$ cat src/rtl/mips_multicycle_ctrl_pkg.sv
// Shared definitions for the multicycle MIPS controller: state and ALU-op encodings,
// opcode/funct constants, mux select codes and the per-state control word.
package mips_multicycle_ctrl_pkg;

    typedef enum logic [3:0] {
        S_IDLE,
        S_FETCH,
        S_DECODE,
        S_MEM_ADDR,
        S_MEM_RD,
        S_MEM_WB,
        S_MEM_WR,
        S_R_EX,
        S_R_WB,
        S_I_EX,
        S_I_WB,
        S_BRANCH,
        S_JUMP
    } state_t;

    typedef enum logic [2:0] {
        ALU_ADD    = 3'b000,
        ALU_SUB    = 3'b001,
        ALU_AND    = 3'b010,
        ALU_OR     = 3'b011,
        ALU_XOR    = 3'b100,
        ALU_SLT    = 3'b101,
        ALU_ADD_OF = 3'b110
    } alu_op_t;

    localparam logic [5:0] OP_RTYPE = 6'h00;
    localparam logic [5:0] OP_J     = 6'h02;
    localparam logic [5:0] OP_BEQ   = 6'h04;
    localparam logic [5:0] OP_ADDI  = 6'h08;
    localparam logic [5:0] OP_LW    = 6'h23;
    localparam logic [5:0] OP_SW    = 6'h2B;

    localparam logic [5:0] FN_ADD = 6'h20;
    localparam logic [5:0] FN_SUB = 6'h22;
    localparam logic [5:0] FN_AND = 6'h24;
    localparam logic [5:0] FN_OR  = 6'h25;
    localparam logic [5:0] FN_XOR = 6'h26;
    localparam logic [5:0] FN_SLT = 6'h2A;

    localparam logic [1:0] SRCB_REG     = 2'b00;
    localparam logic [1:0] SRCB_FOUR    = 2'b01;
    localparam logic [1:0] SRCB_IMM     = 2'b10;
    localparam logic [1:0] SRCB_IMM_SH2 = 2'b11;

    localparam logic [1:0] PCSRC_ALU    = 2'b00;
    localparam logic [1:0] PCSRC_ALUOUT = 2'b01;
    localparam logic [1:0] PCSRC_JUMP   = 2'b10;

    typedef struct packed {
        alu_op_t    alu_op;
        logic       alu_src_a;
        logic [1:0] alu_src_b;
        logic [1:0] pc_source;
        logic       pc_write;
        logic       iord;
        logic       mem_read;
        logic       mem_write;
        logic       ir_write;
        logic       reg_dst;
        logic       mem_to_reg;
        logic       reg_write;
    } ctrl_t;

    // Moore control word for a state. r_op is the funct-derived ALU op, used only in R_EX.
    function automatic ctrl_t state_ctrl(state_t s, alu_op_t r_op);
        ctrl_t c;
        c = '0;
        case (s)
            S_FETCH: begin
                c.mem_read  = 1'b1;
                c.ir_write  = 1'b1;
                c.pc_write  = 1'b1;
                c.alu_src_b = SRCB_FOUR;
                c.pc_source = PCSRC_ALU;
            end
            S_DECODE:   c.alu_src_b = SRCB_IMM_SH2;
            S_MEM_ADDR: begin
                c.alu_src_a = 1'b1;
                c.alu_src_b = SRCB_IMM;
            end
            S_MEM_RD: begin
                c.iord     = 1'b1;
                c.mem_read = 1'b1;
            end
            S_MEM_WB: begin
                c.mem_to_reg = 1'b1;
                c.reg_write  = 1'b1;
            end
            S_MEM_WR: begin
                c.iord      = 1'b1;
                c.mem_write = 1'b1;
            end
            S_R_EX: begin
                c.alu_src_a = 1'b1;
                c.alu_src_b = SRCB_REG;
                c.alu_op    = r_op;
            end
            S_R_WB: begin
                c.reg_dst   = 1'b1;
                c.reg_write = 1'b1;
            end
            S_I_EX: begin
                c.alu_src_a = 1'b1;
                c.alu_src_b = SRCB_IMM;
                c.alu_op    = ALU_ADD_OF;
            end
            // Overflow suppression of this write is applied at the output.
            S_I_WB: c.reg_write = 1'b1;
            S_BRANCH: begin
                c.alu_src_a = 1'b1;
                c.alu_src_b = SRCB_REG;
                c.alu_op    = ALU_SUB;
                c.pc_source = PCSRC_ALUOUT;
            end
            S_JUMP: begin
                c.pc_source = PCSRC_JUMP;
                c.pc_write  = 1'b1;
            end
            default: c = '0;
        endcase
        return c;
    endfunction

    function automatic logic retires(state_t s);
        return (s == S_MEM_WB) || (s == S_MEM_WR) || (s == S_R_WB) ||
               (s == S_I_WB)   || (s == S_BRANCH) || (s == S_JUMP);
    endfunction

endpackage

$ cat src/rtl/mips_multicycle_ctrl_alu_op_decoder.sv
// R-type funct decoder: maps Funct to the ALU operation and flags unsupported functs.
module mips_multicycle_ctrl_alu_op_decoder
    import mips_multicycle_ctrl_pkg::*;
(
    input  logic [5:0] funct,
    output alu_op_t    alu_op,
    output logic       funct_legal
);

    always_comb begin
        // NOTE: defaults first so every path assigns both outputs and no latch is inferred.
        alu_op      = ALU_ADD;
        funct_legal = 1'b1;
        case (funct)
            FN_ADD:  alu_op = ALU_ADD;
            FN_SUB:  alu_op = ALU_SUB;
            FN_AND:  alu_op = ALU_AND;
            FN_OR:   alu_op = ALU_OR;
            FN_XOR:  alu_op = ALU_XOR;
            FN_SLT:  alu_op = ALU_SLT;
            default: funct_legal = 1'b0;
        endcase
    end

endmodule

$ cat src/rtl/mips_multicycle_ctrl.sv
// Multicycle MIPS control FSM: sequences fetch/decode/execute/memory/writeback,
// drives the datapath selects and strobes, and counts retired instructions.
module mips_multicycle_ctrl
    import mips_multicycle_ctrl_pkg::*;
#(
    parameter int unsigned CNT_W = 32
) (
    input  logic             clk,
    input  logic             rst_n,
    input  logic [5:0]       Op,
    input  logic [5:0]       Funct,
    input  logic             Zero,
    input  logic             OF,
    output logic [2:0]       ALU_OP,
    output logic             ALUSrcA,
    output logic [1:0]       ALUSrcB,
    output logic [1:0]       PCSource,
    output logic             PC_Write,
    output logic             IorD,
    output logic             MemRead,
    output logic             MemWrite,
    output logic             IRWrite,
    output logic             RegDst,
    output logic             MemtoReg,
    output logic             RegWrite,
    output logic             Illegal,
    output logic             Ov_Trap,
    output logic [CNT_W-1:0] Instr_Cnt
);

    state_t           state_q, state_d;
    ctrl_t            ctrl_q;
    logic             of_q;
    logic [CNT_W-1:0] instr_cnt_q;
    alu_op_t          r_alu_op;
    logic             funct_legal;
    logic             decode_illegal;

    mips_multicycle_ctrl_alu_op_decoder u_alu_op_decoder (
        .funct       (Funct),
        .alu_op      (r_alu_op),
        .funct_legal (funct_legal)
    );

    always_comb begin
        state_d        = state_q;
        decode_illegal = 1'b0;
        case (state_q)
            S_IDLE:   state_d = S_FETCH;
            S_FETCH:  state_d = S_DECODE;
            S_DECODE: begin
                case (Op)
                    OP_LW, OP_SW: state_d = S_MEM_ADDR;
                    OP_RTYPE: begin
                        if (funct_legal) state_d = S_R_EX;
                        else             decode_illegal = 1'b1;
                    end
                    OP_ADDI: state_d = S_I_EX;
                    OP_BEQ:  state_d = S_BRANCH;
                    OP_J:    state_d = S_JUMP;
                    default: decode_illegal = 1'b1;
                endcase
                if (decode_illegal) state_d = S_FETCH;
            end
            S_MEM_ADDR: state_d = (Op == OP_LW) ? S_MEM_RD : S_MEM_WR;
            S_MEM_RD:   state_d = S_MEM_WB;
            S_R_EX:     state_d = S_R_WB;
            S_I_EX:     state_d = S_I_WB;
            S_MEM_WB, S_MEM_WR, S_R_WB, S_I_WB, S_BRANCH, S_JUMP:
                        state_d = S_FETCH;
            default:    state_d = S_IDLE;
        endcase
    end

    // Control word is registered against the next state, so it is glitch-free and
    // cleared by the asynchronous reset along with the state.
    always_ff @(posedge clk or negedge rst_n) begin
        if (!rst_n) begin
            state_q     <= S_IDLE;
            ctrl_q      <= '0;
            of_q        <= 1'b0;
            instr_cnt_q <= '0;
        end else begin
            // NOTE: non-blocking assignments so every register samples pre-edge values.
            state_q <= state_d;
            ctrl_q  <= state_ctrl(state_d, r_alu_op);
            if (state_q == S_I_EX) of_q <= OF;
            if (retires(state_q))  instr_cnt_q <= instr_cnt_q + CNT_W'(1);
        end
    end

    assign ALU_OP    = ctrl_q.alu_op;
    assign ALUSrcA   = ctrl_q.alu_src_a;
    assign ALUSrcB   = ctrl_q.alu_src_b;
    assign PCSource  = ctrl_q.pc_source;
    // The branch decision is the only Mealy term: Zero arrives in the BRANCH cycle itself.
    assign PC_Write  = ctrl_q.pc_write | ((state_q == S_BRANCH) & Zero);
    assign IorD      = ctrl_q.iord;
    assign MemRead   = ctrl_q.mem_read;
    assign MemWrite  = ctrl_q.mem_write;
    assign IRWrite   = ctrl_q.ir_write;
    assign RegDst    = ctrl_q.reg_dst;
    assign MemtoReg  = ctrl_q.mem_to_reg;
    assign Ov_Trap   = (state_q == S_I_WB) & of_q;
    assign RegWrite  = ctrl_q.reg_write & ~Ov_Trap;
    assign Illegal   = (state_q == S_DECODE) & decode_illegal;
    assign Instr_Cnt = instr_cnt_q;

endmodule

$ cat config.mk
export PLATFORM = sky130hd
export DESIGN_NAME = mips_multicycle_ctrl
export DESIGN_NICKNAME = d
export VERILOG_FILES = /design/src/rtl/mips_multicycle_ctrl_pkg.sv /design/src/rtl/mips_multicycle_ctrl_alu_op_decoder.sv /design/src/rtl/mips_multicycle_ctrl.sv
export SDC_FILE = /design/constraint.sdc
export NUM_CORES = 1
export LEC_CHECK = 0
export ABC_AREA = 1
export CELL_PAD_IN_SITES_DETAIL_PLACEMENT = 1
export CELL_PAD_IN_SITES_GLOBAL_PLACEMENT = 2
export CORE_UTILIZATION = 31
export DETAILED_ROUTE_END_ITERATION = 10
export PLACE_DENSITY = 0.8
export SLEW_MARGIN = 0
export SYNTH_ARGS = -nofsm -noshare
export SYNTH_HDL_FRONTEND = slang
export SYNTH_SLANG_ARGS = --single-unit
$ cat constraint.sdc
create_clock -name clk -period 3.2 [get_ports clk]
set_input_delay 0.64 -clock clk [delete_from_list [all_inputs] [get_ports clk]]
set_output_delay 0.64 -clock clk [all_outputs]
set_load 0.02 [all_outputs]
* Word-level counts from Yosys, hierarchy flattened
Cells that the tools add are included.
** Operators by class
- Eq/ne operators :: 35
- Reduce and logical (&&, ||, !) cells :: 17
- Muxes and demuxes :: 23
- Bitwise gates (word level) :: 6
- Add/subtract/negate cells :: 1
** Operators with widths (number)
- 6-bit == test, second input constant :: 8
- 4-bit == test, second input constant :: 10
- 32-bit by 1-bit adder with 32-bit output, second input constant :: 1
- 4-bit by 3-bit == test with 1-bit output, second input constant :: 8
- 4-bit one-hot mux with 7 select lines :: 1
- 4-bit one-hot mux with 5 select lines :: 1
- 4-bit by 2-bit == test with 1-bit output, second input constant :: 4
- 3-bit one-hot mux with 5 select lines :: 1
- 1-bit two-way mux :: 13
- 2-bit OR reduction :: 5
- 3-bit one-hot mux with 3 select lines :: 1
- 4-bit by 1-bit == test with 1-bit output, second input constant :: 2
- 4-bit two-way mux :: 2
- 7-bit OR reduction :: 1
- 6-bit by 2-bit == test with 1-bit output, second input constant :: 1
- 6-bit by 3-bit == test with 1-bit output, second input constant :: 1
- 6-bit by 4-bit == test with 1-bit output, second input constant :: 1
- 6-bit zero test :: 1
- 2-bit one-hot mux with 3 select lines :: 1
- 6-bit OR reduction :: 1
- 1-bit logical OR :: 5
- 5-bit OR reduction :: 1
- 1-bit AND :: 4
- 4-bit zero test :: 1
- 7 further kinds :: 7
** Word-level totals
- Output and inout bits :: 50
- Bits in registers :: 53
- Bits of input ports :: 16

* Longest topological paths before layout
Gate-level depths: netlist of run 1.
- Depth after elaboration :: 11
- Gate-level depth with buffers :: 13
- Gate-level depth less buffers :: 13

* By module
Synthesis of run 1 repeated with hierarchy kept, for this count alone.
** Second synthesis, totals
- Cells, all modules :: 359
- Area, all modules :: 2869.0 um^2
** Modules (own cells, without submodules)
- mips_multicycle_ctrl :: sequential area each 1326.3 um^2, instances 1, cells an instance 334, area an instance 2747.6 um^2
- mips_multicycle_ctrl_alu_op_decoder :: sequential area each 0.0 um^2, instances 1, cells an instance 25, area an instance 121.4 um^2

* Worst setup path after synthesis of run 1
Ideal clock, no wire load.
- Path type :: input-to-output
- Start point :: in Op[3]
- End point :: out Illegal
- Path slack :: 0.848 ns
- Buffers on the path :: 0
- Data arrival time :: 1.712 ns
- Cell stages on the path :: 7
- Data required time :: 2.560 ns
- Path through :: nor2_2 > nand3_1 > nor2_2 > inv_1 > nor2_1 > nor2_2 > nor3_1
** Between the ends
- Word-level cells in the longest chain between the ends :: 6
- Elaborated cells between the ends (all ways) :: 11
- Classes of those cells :: 5 x eq/ne; 3 x mux; 1 x bitwise; 2 x reduce/logical
** RTL lines
- from (decl) :: line mips_multicycle_ctrl.sv:10 : input logic [5:0] Op,
- 6-bit == test (tied with other cells) :: line mips_multicycle_ctrl.sv:52 : case (Op)
- 5-bit OR reduction (no source line)
- 1-bit one-hot mux with 2 select lines (*) :: line mips_multicycle_ctrl.sv:52
- 1-bit two-way mux (*) (2 in series) :: line mips_multicycle_ctrl.sv:48 : case (state_q)
- 1-bit AND (*) :: line mips_multicycle_ctrl.sv:106 : assign Illegal = (state_q == S_DECODE) & decode_illegal;
- to (decl) :: line mips_multicycle_ctrl.sv:26 : output logic Illegal,
Mark *: on every way between the ends. The rest lies on a longest branch, timed or not. The select of a mux whose other input is x is not followed.

* Worst setup path in the final report of run 1
- Start point :: in Op[2]
- End point :: out Illegal
Same word-level chain as after synthesis.

==> flow_metrics.env, run 1 <==
export IMPL_cp_start_kind="input pin"
export IMPL_path_class="input pin to output port"
export IMPL_dpl_cell_area_um2=3680
export IMPL_finalWeightedCongestion=0.743
export IMPL_dieArea_um2=9760
export IMPL_synth_top_family_by_area="simple AND/OR/NAND/NOR gates"
export IMPL_dp_hpwl_um=5650
export IMPL_clk_pin_slew_ns=0.09
export IMPL_avgRoutedWirePerCell_um=12.8
export IMPL_crit_fanout=4
export IMPL_hold_path_class="input pin to async pin"
export IMPL_syn_mean_instance_area_um2=8.16
export IMPL_initial_core_util=0.327
export IMPL_via_per_inst=4.60
export IMPL_fp_dieW_um=98.8
export IMPL_fmax_ghz=0.340
export IMPL_cts_tree="built"
export IMPL_htree_levels=2
export IMPL_drc=0
export IMPL_antenna_found_initial=0
export IMPL_r2r_start="state_q[1]"
export IMPL_yosysTopAreaCellShare=0.457
export IMPL_power_frac_clock=0.227
export IMPL_ys_types=33
export IMPL_worstSetupEndpointType="output port"
export IMPL_rows=34
export IMPL_grt_pass1_vias=2576
export IMPL_netlist_area_um2=2910
export IMPL_synth_fa_ha_area_frac=0.00431
export IMPL_drv_cap=0
export IMPL_seqCellArea_um2=1330
export IMPL_arrival_ns=2.30
export IMPL_power_density_nw_per_um2=554
export IMPL_combPwrFrac=0.363
export IMPL_io_pins=66
export IMPL_synth_mux_area_frac=0.00388
export IMPL_synth_xor_area_frac=0.0874
export IMPL_cts_root_buf="clkbuf_8"
export IMPL_synth_area_top_cells="dfrtp_1, nand2_1, inv_1"
export IMPL_synth_compound_area_share=0.0306
export IMPL_hold_viol=0
export IMPL_core_area_um2=8890
export IMPL_clockBufferDepth=2
export IMPL_routed_wirelength_um=6870
export IMPL_n_fill_cell=1084
export IMPL_r2r_slack_ns=1.19
export IMPL_dr_pass1_iters=4
export IMPL_switchingPower_uw=776
export IMPL_yosysMostFrequentCell="nand2_1"
export IMPL_worst_slack_ns=0.263
export IMPL_synth_fp_nets=373
export IMPL_area_delta_synth_final_pct=30.8
export IMPL_grt_start_max_net_pins=29
export IMPL_numCtsBuffers=5
export IMPL_die_height_um=98.8
export IMPL_grt_overflow=0
export IMPL_antenna_cells=0
export IMPL_min_period_ns=2.94
export IMPL_grt_util_all_layers=0.149
export IMPL_synth_edf_count=0
export IMPL_synthArstFlopShare=1.00
export IMPL_relSlewSlack=0.625
export IMPL_seq_area_frac_synth=0.457
export IMPL_slew_violations=0
export IMPL_worstPathRequired_ns=2.56
export IMPL_vias=2466
export IMPL_status="finished clean"
export IMPL_synthSimpleGateAreaFrac=0.321
export IMPL_drtIter0Drc=44
export IMPL_period_share=0.918
export IMPL_synth_cells=356
export IMPL_finalSetupViolations=0
export IMPL_cts_num_sinks=53
export IMPL_fin_area_um2=3800
export IMPL_nNetsFinal=444
export IMPL_synth_top_cell_by_area="dfrtp_1"
export IMPL_intPower_uw=1330
export IMPL_seq_power_share=0.410
export IMPL_grt_pass1_wl_um=11700
export IMPL_pre_cts_ws_ns=-0.0344
export IMPL_worstMarginPinSlew_ns=0.562
export IMPL_p_leak_uw=0.00174
export IMPL_vdd_drop_max_v=0.000195
export IMPL_multi_input_area_um2=1300
export IMPL_skew_ns=0.00686
export IMPL_regToRegEndpoint="Instr_Cnt[29]"
export IMPL_ys_ff_latch=53
export IMPL_final_layout_size_suffix_gt1_frac=0.117
export IMPL_worstSkewPairLatency_ns=0.30
export IMPL_yosys_top_cells_count="nand2_1, inv_1, dfrtp_1"
export IMPL_drtAntennaViolNets=0
export IMPL_yosys_warnings=0
export IMPL_rsz0062_at_grt="false"
export IMPL_port_buffers=65
export IMPL_worstRegToRegCells=10
export IMPL_startpoint="Op[2]"
export IMPL_switching_share=0.369
export IMPL_synth_ff_type="dfrtp_1"
layout by cell type (no fill, tap or decap), drive strengths merged, types with 3 or more instances in the layout:
| master | Yosys | final |
|---|---|---|
| nand2 | 73 | 73 |
| clkdlybuf4s50 | 0 | 63 |
| inv | 59 | 59 |
| nor2 | 55 | 55 |
| dfrtp | 53 | 53 |
| nand3 | 37 | 37 |
| xor2 | 19 | 19 |
| nand4 | 11 | 11 |
| xnor2 | 10 | 10 |
| nor3 | 10 | 10 |
| buf | 8 | 8 |
| o21ai | 8 | 8 |
| clkbuf | 0 | 6 |
| nor4 | 3 | 3 |
critical path, cell delays in order:
cell and delay, ns:
clkdlybuf4s50_1 0.47, nor2_2 0.19, nand3_1 0.14, nor2_2 0.12
inv_1 0.05, nor2_1 0.12, nor2_2 0.05, nor3_1 0.16
dlygate4sd2_1 0.36
per-layer routing:
layer,global-route usage,wire length (µm),part of all wire
met1,0.172,2960,0.43
met2,0.288,3700,0.54
met3,0.0199,149,0.022
met4,0.0379,65,0.0095
met5,0,0,0
flip-flops by register name, summed over array words and instances (netlist names), 2 cells and up:
| name | cells |
|---|---|
| Instr_Cnt | 32 |
| state_q | 4 |
| ALU_OP | 3 |
| ALUSrcB | 2 |
| PCSource | 2 |
| ctrl_q | 2 |
per-stage QoR:
step / utilization / hold slack (ns) / std cells / power [µW] / TNS (ns)
floorplan: - / 0.344 / 356 / 1350 / 0
global placement: 0.414 / 0.460 / 528 / 1640 / 0
detailed placement: 0.414 / 0.486 / 528 / 1670 / -0.0344
CTS: 0.427 / 0.339 / 536 / 2150 / 0
global route: 0.427 / 0.366 / 536 / 2230 / 0
finish: 0.427 / 0.320 / 536 / 2100 / 0
how the worst max path moves through the flow:
stage                   end  slack, ns  cells after the start
finish              Illegal       0.26                      9
global placement    Illegal       0.06                      9
detailed placement  Illegal      -0.03                      9
CTS                 Illegal       0.24                      9
global route        Illegal       0.14                     10
floorplan           Illegal       0.85                      7
timing repair:
| action | 4_1_cts | 5_1_grt |
|---|---|---|
| setup buffers | 0 | 0 |
| hold buffers | 0 | 0 |
| endpoints found under the setup margin | 1 | 0 |
| resized for setup | 1 | 0 |
power groups by stage:
stage / combinational, µW / sequential (µW) / clock (µW)
final: 764 / 863 / 477
after CTS: 785 / 867 / 498
after global placement: 767 / 878 / 0
after floorplan: 420 / 930 / 0
after global routing: 837 / 878 / 519
after detailed placement: 786 / 881 / 0
cell type report:
class	instances	area share
Tap cell	108	0.0356
Sequential cell	53	0.349
Multi-Input combinational cell	236	0.342
Clock buffer	6	0.0217
Clock inverter	2	0.00988
Inverter	59	0.0583
Timing Repair Buffer	72	0.183
logic make-up (layout without fill, tap and decap cells):
family                   Yosys count  count (layout)
AND/OR/NAND/NOR                  191             191
buffers and inverters             67             139
flip-flops                        53              53
XOR/XNOR                          29              29
AO/OA/AOI/OAI                     14              14
adder cells (fa/ha/maj)            1               1
multiplexers                       1               1
(Power assumes the default switching activity.)
==> run 2: changes to the inputs <==
- SLEW_MARGIN: 0 -> default
==> results of run 2 <==
The final DEF is identical to that of run 1; final timing and power are the same.
==> run 3: changes to the inputs <==
- CORE_ASPECT_RATIO: default -> 0.7
==> flow_metrics.env, run 3 (synthesized netlist as in run 1, its figures left out) <==
export IMPL_dpl_cell_area_um2=3710
export IMPL_utilization=0.425
export IMPL_fmax_ghz=0.343
export IMPL_layout_common_cells="nand2_1, clkdlybuf4s50_1, inv_1"
export IMPL_cp_start_kind="input pin"
export IMPL_final_setup_tns_ns=0
export IMPL_final_layout_size_suffix_gt1_frac=0.119
export IMPL_finalSetupViolations=0
export IMPL_drv_cap=0
export IMPL_crit_fanout=4
export IMPL_via_per_inst=4.55
export IMPL_grt_overflow=0
export IMPL_area_delta_synth_final_pct=32.8
export IMPL_largest_register_ffs=32
export IMPL_n_fill_cell=1096
export IMPL_vias=2514
export IMPL_path_class="input pin to output port"
export IMPL_routed_wirelength_um=7610
export IMPL_grt_util_all_layers=0.170
export IMPL_core_area_um2=9070
export IMPL_die_height_um=83.0
export IMPL_fin_area_um2=3860
export IMPL_dr_pass1_iters=4
export IMPL_grt_pass1_vias=2532
export IMPL_port_buffers=65
export IMPL_drtAntennaViolNets=0
export IMPL_avgRoutedWirePerCell_um=13.8
export IMPL_holdBufCountCts=0
export IMPL_worstSetupEndpointType="output port"
export IMPL_rows=29
export IMPL_clockBufferDepth=2
export IMPL_finalWeightedCongestion=0.811
export IMPL_numCtsBuffers=5
export IMPL_worstPathRequired_ns=2.56
export IMPL_grt_pass1_wl_um=13100
export IMPL_worstMarginPinSlew_ns=0.504
export IMPL_fp_dieW_um=118
export IMPL_p_leak_uw=0.00176
export IMPL_drtIter0Drc=91
export IMPL_min_period_ns=2.92
export IMPL_antenna_found_initial=0
export IMPL_htree_levels=2
export IMPL_cts_tree="built"
export IMPL_cts_num_sinks=53
export IMPL_cts_root_buf="clkbuf_16"
export IMPL_antenna_cells=0
export IMPL_layout_commonest_cell="nand2_1"
export IMPL_dp_hpwl_um=6200
export IMPL_hold_viol=0
export IMPL_initial_core_util=0.320
export IMPL_nNetsFinal=445
export IMPL_power_density_nw_per_um2=573
export IMPL_relSlewSlack=0.664
export IMPL_arrival_ns=2.28
export IMPL_vdd_drop_max_v=0.000215
export IMPL_skew_ns=0.00652
export IMPL_period_share=0.912
export IMPL_power_uw=2210
export IMPL_io_pins=66
export IMPL_grt_start_max_net_pins=23
export IMPL_worstSkewPairLatency_ns=0.30
export IMPL_rsz0062_at_grt="false"
export IMPL_postCtsSetupRepairBufs=0
export IMPL_hold_path_class="input pin to async pin"
export IMPL_slew_violations=0
export IMPL_clk_pin_slew_ns=0.07
export IMPL_status="finished clean"
export IMPL_dieArea_um2=9770
export IMPL_drc=0
==> run 3: cell types whose count changed in the layout (fill, tap and decap cells not counted), sizes merged <==
| cell | before | now |
|---|---|---|
| clkinv | 0 | 1 |
| bufinv | 1 | 0 |
| inv | 59 | 60 |
| buf | 8 | 9 |
| clkbuf | 6 | 5 |
==> run 3: worst max-delay path, stage by stage <==
cell and delay [ns]:
clkdlybuf4s50_1 0.46, nor2_2 0.21, nand3_1 0.15, nor2_2 0.12
inv_1 0.05, nor2_1 0.13, nor2_2 0.05, nor3_1 0.11
dlygate4sd2_1 0.35
==> run 3: path summary, 6_finish.rpt <==
| check | depth (start not counted) | to | start | slack (ns) |
|---|---|---|---|---|
| hold reg to reg | 2 | of_q | of_q | 0.48 |
| setup / recovery | 9 | Illegal | Op[3] | 0.28 |
| max in group asynchronous | 2 | Instr_Cnt[22] | rst_n | 2.25 |
| min in group clk | 2 | of_q | of_q | 0.48 |
| setup reg to reg | 12 | Instr_Cnt[23] | state_q[1] | 1.16 |
| hold / removal | 1 | Instr_Cnt[2] | rst_n | 0.30 |
==> run 3: per-stage QoR <==
stage	hold slack [ns]	setup WS, ns	instances
finish	0.299	0.282	553
global route	0.336	0.0717	553
CTS	0.331	0.272	553
detailed placement	0.461	-0.0114	545
global placement	0.459	0.0515	545
floorplan	0.344	0.848	356
==> run 3: cell type report <==
| class | count | area, µm² | area share |
|---|---|---|---|
| multi-input cells | 236 | 1300 | 0.337 |
| inverters | 59 | 221 | 0.0574 |
| well taps | 124 | 155 | 0.0402 |
| clock buffers | 5 | 125 | 0.0324 |
| flip-flops and latches | 53 | 1330 | 0.344 |
| repair buffers | 73 | 704 | 0.183 |
| clock inverters | 3 | 25.0 | 0.00649 |
==> run 3: power by group <==
group | total (µW) | switching (µW) | leakage, µW | internal (µW)
clock network | 555 | 260 | 0.0000704 | 295
registers | 867 | 85.7 | 0.000717 | 781
logic | 790 | 495 | 0.000972 | 294
total | 2210 | 841 | 0.00176 | 1370
==> run 3: what timing repair did <==
item                                    CTS  global route
endpoints found under the hold margin     0             0
gates resized for setup                   1             0
endpoints found under the setup margin    1             0
==> run 3: routing by layer <==
layer  wire length [µm]  global-route usage
met4                 57              0.0396
met3                275              0.0371
met5                  0                   0
met1               4200               0.257
met2               3080               0.243
